## src/rtl/reg_to_apb.sv

```systemverilog
// reg_to_apb: bridges a single-outstanding valid/ready register bus onto an APB4 requester.
// Optional macro REG_TO_APB_TIMEOUT_EN bounds the ACCESS phase to TIMEOUT_CYCLES cycles.
module reg_to_apb #(
  parameter int ADDR_WIDTH     = 32,
  parameter int DATA_WIDTH     = 32,
  parameter int TIMEOUT_CYCLES = 256
) (
  input  logic                      clk_i,
  input  logic                      rst_i,
  input  logic                      reg_valid_i,
  input  logic                      reg_write_i,
  input  logic [ADDR_WIDTH-1:0]     reg_addr_i,
  input  logic [DATA_WIDTH-1:0]     reg_wdata_i,
  input  logic [DATA_WIDTH/8-1:0]   reg_wstrb_i,
  output logic                      reg_ready_o,
  output logic [DATA_WIDTH-1:0]     reg_rdata_o,
  output logic                      reg_error_o,
  output logic                      psel_o,
  output logic                      penable_o,
  output logic                      pwrite_o,
  output logic [ADDR_WIDTH-1:0]     paddr_o,
  output logic [DATA_WIDTH-1:0]     pwdata_o,
  output logic [DATA_WIDTH/8-1:0]   pstrb_o,
  output logic [2:0]                pprot_o,
  input  logic                      pready_i,
  input  logic [DATA_WIDTH-1:0]     prdata_i,
  input  logic                      pslverr_i
);

  if (!(DATA_WIDTH == 8 || DATA_WIDTH == 16 || DATA_WIDTH == 32) || TIMEOUT_CYCLES < 2) begin : g_bad_params
    $error("reg_to_apb: DATA_WIDTH must be 8, 16 or 32 and TIMEOUT_CYCLES at least 2");
  end

  typedef enum logic [1:0] {IDLE, SETUP, ACCESS, RESP} state_t;

  state_t state;

`ifdef REG_TO_APB_TIMEOUT_EN
  localparam int CNT_WIDTH = $clog2(TIMEOUT_CYCLES + 1);
  localparam logic [CNT_WIDTH-1:0] CNT_LAST = CNT_WIDTH'(TIMEOUT_CYCLES - 1);

  logic [CNT_WIDTH-1:0] access_cnt;
  logic                 timeout_hit;

  // The counter holds completed ACCESS cycles, so the limit is reached on the edge that
  // would bring it to TIMEOUT_CYCLES.
  assign timeout_hit = (access_cnt == CNT_LAST);
`endif

  assign pprot_o = 3'b000;

  always_ff @(posedge clk_i or posedge rst_i) begin
    if (rst_i) begin
      state       <= IDLE;
      psel_o      <= 1'b0;
      penable_o   <= 1'b0;
      pwrite_o    <= 1'b0;
      paddr_o     <= '0;
      pwdata_o    <= '0;
      pstrb_o     <= '0;
      reg_ready_o <= 1'b0;
      reg_rdata_o <= '0;
      reg_error_o <= 1'b0;
`ifdef REG_TO_APB_TIMEOUT_EN
      access_cnt  <= '0;
`endif
    end else begin
      case (state)
        IDLE: begin
          if (reg_valid_i) begin
            pwrite_o <= reg_write_i;
            paddr_o  <= reg_addr_i;
            pwdata_o <= reg_wdata_i;
            pstrb_o  <= reg_write_i ? reg_wstrb_i : '0;
            psel_o   <= 1'b1;
            state    <= SETUP;
          end
        end
        SETUP: begin
          penable_o <= 1'b1;
          state     <= ACCESS;
`ifdef REG_TO_APB_TIMEOUT_EN
          access_cnt <= '0;
`endif
        end
        ACCESS: begin
          // A completing slave wins over an expiring timeout in the same cycle.
          if (pready_i) begin
            reg_rdata_o <= pwrite_o ? '0 : prdata_i;
            reg_error_o <= pslverr_i;
            psel_o      <= 1'b0;
            penable_o   <= 1'b0;
            reg_ready_o <= 1'b1;
            state       <= RESP;
          end
`ifdef REG_TO_APB_TIMEOUT_EN
          else if (timeout_hit) begin
            reg_rdata_o <= '0;
            reg_error_o <= 1'b1;
            psel_o      <= 1'b0;
            penable_o   <= 1'b0;
            reg_ready_o <= 1'b1;
            state       <= RESP;
          end else begin
            access_cnt <= access_cnt + 1'b1;
          end
`endif
        end
        RESP: begin
          reg_ready_o <= 1'b0;
          state       <= IDLE;
        end
        default: begin
          state <= IDLE;
        end
      endcase
    end
  end

endmodule

```

## config.mk

```make
export PLATFORM = sky130hd
export DESIGN_NAME = reg_to_apb
export DESIGN_NICKNAME = d
export VERILOG_FILES = /design/src/rtl/reg_to_apb.sv
export SDC_FILE = /design/constraint.sdc
export NUM_CORES = 1
export LEC_CHECK = 0
export CORE_MARGIN = 2
export CORE_UTILIZATION = 40
export CTS_BUF_LIST = sky130_fd_sc_hd__clkbuf_4 sky130_fd_sc_hd__clkbuf_8 sky130_fd_sc_hd__clkbuf_16
export CTS_CLUSTER_DIAMETER = 30
export DETAILED_ROUTE_END_ITERATION = 10
export PLACE_DENSITY = 0.8
export SLEW_MARGIN = 20
export SYNTH_ARGS = -nofsm -noshare
export SYNTH_HDL_FRONTEND = slang
export SYNTH_SLANG_ARGS = --single-unit
```

## constraint.sdc

```tcl
create_clock -name clk_i -period 4.7 [get_ports clk_i]
set_clock_uncertainty 0.1 [all_clocks]
set_input_delay 1.41 -clock clk_i [delete_from_list [all_inputs] [get_ports clk_i]]
set_output_delay 1.41 -clock clk_i [all_outputs]
set_load 0.1 [all_outputs]
```

# Yosys cells after proc, flatten, opt, wreduce, memory -nomap -nowiden
# Cells that the tools add are included.
dict set report totals {
  reg_bits 107
  output_inout_bits 108
  wordCells 36
}
dict set report classes {
  eq_ne 5
  n_mux 11
  reduce_logical 10
}
# operator count
set op_table {}
lappend op_table {{32-bit 2-to-1 mux} 1}
lappend op_table {{2-bit AND reduction} 5}
lappend op_table {{2-bit one-hot mux with 4 select lines} 1}
lappend op_table {{1-bit one-hot mux with 2 select lines} 3}
lappend op_table {{2-bit nonzero test} 3}
lappend op_table {{2-bit == test, second input constant} 2}
lappend op_table {{2-bit 2-to-1 mux} 2}
lappend op_table {{4-bit 2-to-1 mux} 1}
lappend op_table {{2-bit inequality test, second input constant} 2}
lappend op_table {{1-bit 2-to-1 mux} 3}
lappend op_table {{3-bit AND reduction} 1}
lappend op_table {{2-bit by 1-bit == test with 1-bit output, second input constant} 1}
lappend op_table {{2-bit zero test} 1}

# Logic depth before layout (Yosys ltp)
# Gate-level depths: netlist of the first run.
dict set report depth {
  depth_word 3
  depth_mapped 7
  ltp_nobuf 5
}

# Worst setup path before layout of the first run
# OpenSTA, ideal clock, no wires.
dict set report synth_path {
  path_type {register to output}
  from {register pwrite_o}
  to {output port pwrite_o}
  arrival_time_ps 948
  required_ps 3190
  setup_slack_ps 2242
  stages_incl_launch_ff 1
  n_path_buf 0
  path_cell_list {dfrtp_1}
}
# item line
set synth_lines {}
lappend synth_lines {{start, declared} 20} ;# output logic pwrite_o,
lappend synth_lines {{start signal, assigned} 71} ;# pwrite_o <= reg_write_i;
# No word-level cell between the ends.

# Worst setup path after layout of the first run
dict set report layout_path {
  from {register psel_o}
  to {output port psel_o}
}
# item line
set layout_lines {}
lappend layout_lines {{start, declared} 18} ;# output logic psel_o,
lappend layout_lines {{start signal, assigned} 55} ;# psel_o <= 1'b0;
lappend layout_lines {{start signal, assigned} 75} ;# psel_o <= 1'b1;
lappend layout_lines {{start signal, assigned} 91} ;# psel_o <= 1'b0;
# No word-level cell between the ends.

==> results.json, run 1 <==
{
  "synth_top_area_cell": "dfrtp_1",
  "die-area_um2": 11700,
  "critical-path-top-delay-family": "buffers and inverters",
  "fp-row-count": 37,
  "synth.area.top_cells": "dfrtp_1 (62%), mux2_2 (16%), nand2b_1 (4.6%)",
  "post-route-period-util": 0.724,
  "cpPeakStageDelay_ps": 1150,
  "ys_types": 20,
  "numCtsBuffers": 9,
  "cp_num_cells": 1,
  "drive_gt1_frac": 0.167,
  "gp_congestion": 0.752,
  "cts_root_buf": "clkbuf_8",
  "wl_met1_um": 4040,
  "path_buf_inv": 1,
  "worstMarginPinSlew_ps": 1030,
  "port_buffers": 210,
  "die_width_um": 108,
  "gr-total-overflow": 0,
  "worst-path-max-fanout": 3,
  "worst_hold_path_type": "reg -> reg",
  "end_kind": "output pin",
  "whs_path_depth": 2,
  "cp.arrival_ps": 1890,
  "io_pins": 214,
  "vias": 3174,
  "crit_type": "reg -> out",
  "dr.pass1.iters": 4,
  "grt_start_max_net_pins": 80,
  "grtUsageTotal": 0.178,
  "htree_levels": 3,
  "grt_pass1_vias": 3263,
  "wire_per_inst_um": 15.5,
  "dp_hpwl_um": 7840,
  "layout_commonest_cell": "clkdlybuf4s50_1",
  "finalSetupViolCount": 0,
  "drc": 0,
  "antenna_found_initial": 0,
  "postSynthCellCount": 328,
  "routed_wl_um": 10500,
  "clock_sinks": 107,
  "reg2regPathDepth": 4,
  "start_util": 0.416,
  "post_cts_resized": 0,
  "via_per_inst": 4.70,
  "top_layer_used": "met4",
  "ys.warnings.count": 0,
  "final_cell_mix": "clkdlybuf4s50_1 (209), dfrtp_1 (107), mux2_2 (62)",
  "drv_cap": 0,
  "rsz0062_at_grt": "false",
  "hold_viol_final": 0,
  "insertedDiodeCount": 0,
  "outcome": "finished, final reports clean",
  "drt_first_iter_violations": 85,
  "slew_headroom": 0.312,
  "dr_wl_met2_um": 5480,
  "min_period_ps": 3400,
  "syn_to_final_growth_pct": 54.0,
  "fin_setup_tns_ps": 0,
  "routed-wl-met3_um": 704,
  "die_h_um": 108,
  "netlist.area_leader.share": 0.618,
  "cts_hold_buf": 0,
  "syn-cell-area_um2": 4330,
  "startpoint_type": "register",
  "core_um2": 10400,
  "clk_pin_slew_ps": 90,
  "syn_area_per_cell_um2": 13.2,
  "finalNetCount": 646,
  "grt_pass1_wl_um": 16300,
  "post-cts-setup-buffers": 0,
  "max_freq_ghz": 0.294,
  "clk_path_buf_depth": 2,
  "required_ps": 3190,
  "yosysSeqAreaShare": 0.618,
  "insertion_delay_ps": 340,
  "detail-route-antenna-nets": 0,
  "synth_seq_cells": 107,
  "cts_tree": "yes",
  "drv_slew": 0,
  "worst_path_max_delay_cell": "clkdlybuf4s50_1",
  "crit_chain": "clkdlybuf4s50_1"
}
synth_stat cells, drive strengths merged:
master   number
o21ai        38
a2bb2oi       1
nand2        43
inv           6
dfrtp       107
o2bb2ai       2
nor2          1
a21oi         1
clkbuf       11
conb          1
nand2b       32
mux2i         3
buf           9
mux2         67
ha            6
routing by layer:
layer	global-route usage	vias to the layer above
met5	0	-
met4	0.0577	0
met3	0.0422	17
met2	0.319	116
met1	0.209	1546
li1	-	1495
state kept, by name, indices dropped and copies added (netlist names):
register,cells
reg_error_o,1
pwrite_o,1
state,2
reg_ready_o,1
reg_rdata_o,32
paddr_o,32
pwdata_o,32
pstrb_o,4
psel_o,1
penable_o,1
final timing paths:
path                                         from                           to  slack, ps
setup / recovery               psel_o$_DFFE_PP0P_                       psel_o       1300
hold / removal             pstrb_o[1]$_DFFE_PP0P_       pstrb_o[1]$_DFFE_PP0P_        390
setup reg to reg             state[0]$_DFFE_PP0P_      pwdata_o[4]$_DFFE_PP0P_       2540
hold reg to reg            pstrb_o[1]$_DFFE_PP0P_       pstrb_o[1]$_DFFE_PP0P_        390
max in group asynchronous                   rst_i  reg_rdata_o[15]$_DFFE_PP0P_       2140
min in group asynchronous                   rst_i      paddr_o[28]$_DFFE_PP0P_       1540
kinds of logic (layout without fill, tap and decap cells):
logic type / count (synthesis) / in the layout / synth area share
flops: 107 / 107 / 0.618
buf+inv: 26 / 235 / 0.0405
mux: 70 / 70 / 0.186
simple gates: 76 / 76 / 0.0861
fa+ha+maj: 6 / 6 / 0.0173
other cells: 1 / 3 / 0.000866
compound gates: 42 / 42 / 0.0512
per-stage QoR:
stage / hold slack [ps] / setup WS (ps) / instances / cell area, µm² / util
global route: 419 / 1230 / 675 / 6670 / 0.640
finish: 388 / 1300 / 675 / 6670 / 0.640
floorplan: 459 / 373 / 330 / 4340 / -
global placement: 361 / 1290 / 659 / 6480 / 0.622
detailed placement: 371 / 1210 / 659 / 6480 / 0.622
CTS: 394 / 1290 / 675 / 6670 / 0.640
cell type report:
cell class                 count  area, µm²
sequential                   107       2680
tap                          136        170
clock buffer                  11        151
fill                         862       3750
inverter                       6       25.0
multi-input combinational    197       1490
timing repair buffer         213       2120
clock inverter                 5       36.3
Power of run 1 is left out: the tool's default activity adds up to more than one toggle a clock period on the data nets, which glitch-free logic cannot reach.
==> run 2: changes to the inputs <==
Clock period 4.7 ns to 3.4 ns, I/O delays scaled along.
==> results.json, run 2 (synthesized netlist as in run 1, its figures left out) <==
{
  "outcome": "finished, final reports clean",
  "start_util": 0.416,
  "hold_viol_final": 0,
  "io_pins": 214,
  "dr.pass1.iters": 4,
  "grt_start_max_net_pins": 108,
  "drv_cap": 0,
  "layout_commonest_cell": "dfrtp_1",
  "insertion_delay_ps": 350,
  "via_per_inst": 4.62,
  "post-route-period-util": 0.714,
  "largestRegisters": "paddr_o: 32 flops, pwdata_o: 32 flops, reg_rdata_o: 32 flops",
  "clk_pin_slew_ps": 90,
  "grtUsageTotal": 0.178,
  "vias": 3130,
  "fillers": 854,
  "die_h_um": 108,
  "antenna_found_initial": 0,
  "final_cell_mix": "dfrtp_1 (107), buf_4 (106), clkdlybuf4s50_1 (105)",
  "grt_pass1_vias": 3208,
  "place_inst": 661,
  "drv_slew": 0,
  "numCtsBuffers": 9,
  "htree_levels": 3,
  "hold-worst-slack_ps": 383,
  "wire_per_inst_um": 15.5,
  "cts_tree": "yes",
  "drive_gt1_frac": 0.360,
  "post_cts_resized": 0,
  "worstMarginPinSlew_ps": 572,
  "fin_setup_tns_ps": 0,
  "seqCellArea_um2": 2680,
  "die_width_um": 108,
  "gp_congestion": 0.704,
  "cts_hold_buf": 0,
  "fin_area_um2": 6480,
  "max_freq_ghz": 0.412,
  "drt_first_iter_violations": 110,
  "core_um2": 10400,
  "fp-row-count": 37,
  "cts_root_buf": "clkbuf_8",
  "drc": 0,
  "worst_hold_path_type": "reg -> reg",
  "worst-path-max-fanout": 34,
  "end_kind": "output pin",
  "dpl_cell_area_um2": 6280,
  "finalNonFillerCells": 677,
  "insertedDiodeCount": 0,
  "min_period_ps": 2430,
  "required_ps": 2280,
  "rsz0062_at_grt": "false",
  "grt_pass1_wl_um": 15900,
  "cp.arrival_ps": 1310,
  "dp_hpwl_um": 7830,
  "die-area_um2": 11700,
  "startpoint_type": "register",
  "slew_headroom": 0.619,
  "post-cts-setup-buffers": 0,
  "multi_input_area_um2": 1480,
  "finalNetCount": 648,
  "port_buffers": 210,
  "finalSetupViolCount": 0,
  "routed_wl_um": 10500,
  "gr-total-overflow": 0,
  "clk_path_buf_depth": 2,
  "syn_to_final_growth_pct": 49.7,
  "crit_type": "reg -> out",
  "clock_sinks": 107,
  "detail-route-antenna-nets": 0
}
[run 2: cell types whose count changed in the layout (fill, tap and decap cells not counted), moves of 2 or more]
cell and delta:
clkinv_4 -2, clkdlybuf4s50_1 -104, buf_12 +4, clkinvlp_4 +2, buf_4 +102
[run 2: worst max-delay path: stages (launching register included)]
cell	delay [ps]
dfrtp_1	340
buf_4	270
buf_4	350
[run 2: routing by layer]
layer | track usage | vias up | routed length, µm
met5 | 0 | - | 0
met3 | 0.0404 | 14 | 776
met2 | 0.312 | 117 | 5470
li1 | - | 1500 | -
met1 | 0.209 | 1499 | 4040
met4 | 0.0742 | 0 | 204
[run 2: cell type report]
class | instances | area share
tap | 136 | 0.0262
sequential | 107 | 0.413
multi-input combinational | 197 | 0.229
inverter | 6 | 0.00405
clock inverter | 5 | 0.00811
timing repair buffer | 215 | 0.297
clock buffer | 11 | 0.0224
[run 2: worst paths after layout]
| check | from | to | slack (ps) | cells after the start |
|---|---|---|---|---|
| min reg2reg | reg_rdata_o[22]$_DFFE_PP0P_ | reg_rdata_o[22]$_DFFE_PP0P_ | 380 | 2 |
| max in group asynchronous | rst_i | reg_rdata_o[21]$_DFFE_PP0P_ | 1710 | 3 |
| min in group asynchronous | rst_i | pwdata_o[10]$_DFFE_PP0P_ | 1060 | 3 |
| min | reg_rdata_o[22]$_DFFE_PP0P_ | reg_rdata_o[22]$_DFFE_PP0P_ | 380 | 2 |
| max reg2reg | state[1]$_DFFE_PP0P_ | pwdata_o[13]$_DFFE_PP0P_ | 1500 | 5 |
| max | pwrite_o$_DFFE_PP0P_ | pwrite_o | 970 | 2 |
[run 2: stage by stage]
step                       util  setup WS (ps)
after detailed placement  0.603            741
final                     0.622            972
after floorplan               -            992
after CTS                 0.622            926
after global routing      0.622            860
after global placement    0.603            792
Power of run 2 is left out for the same reason.
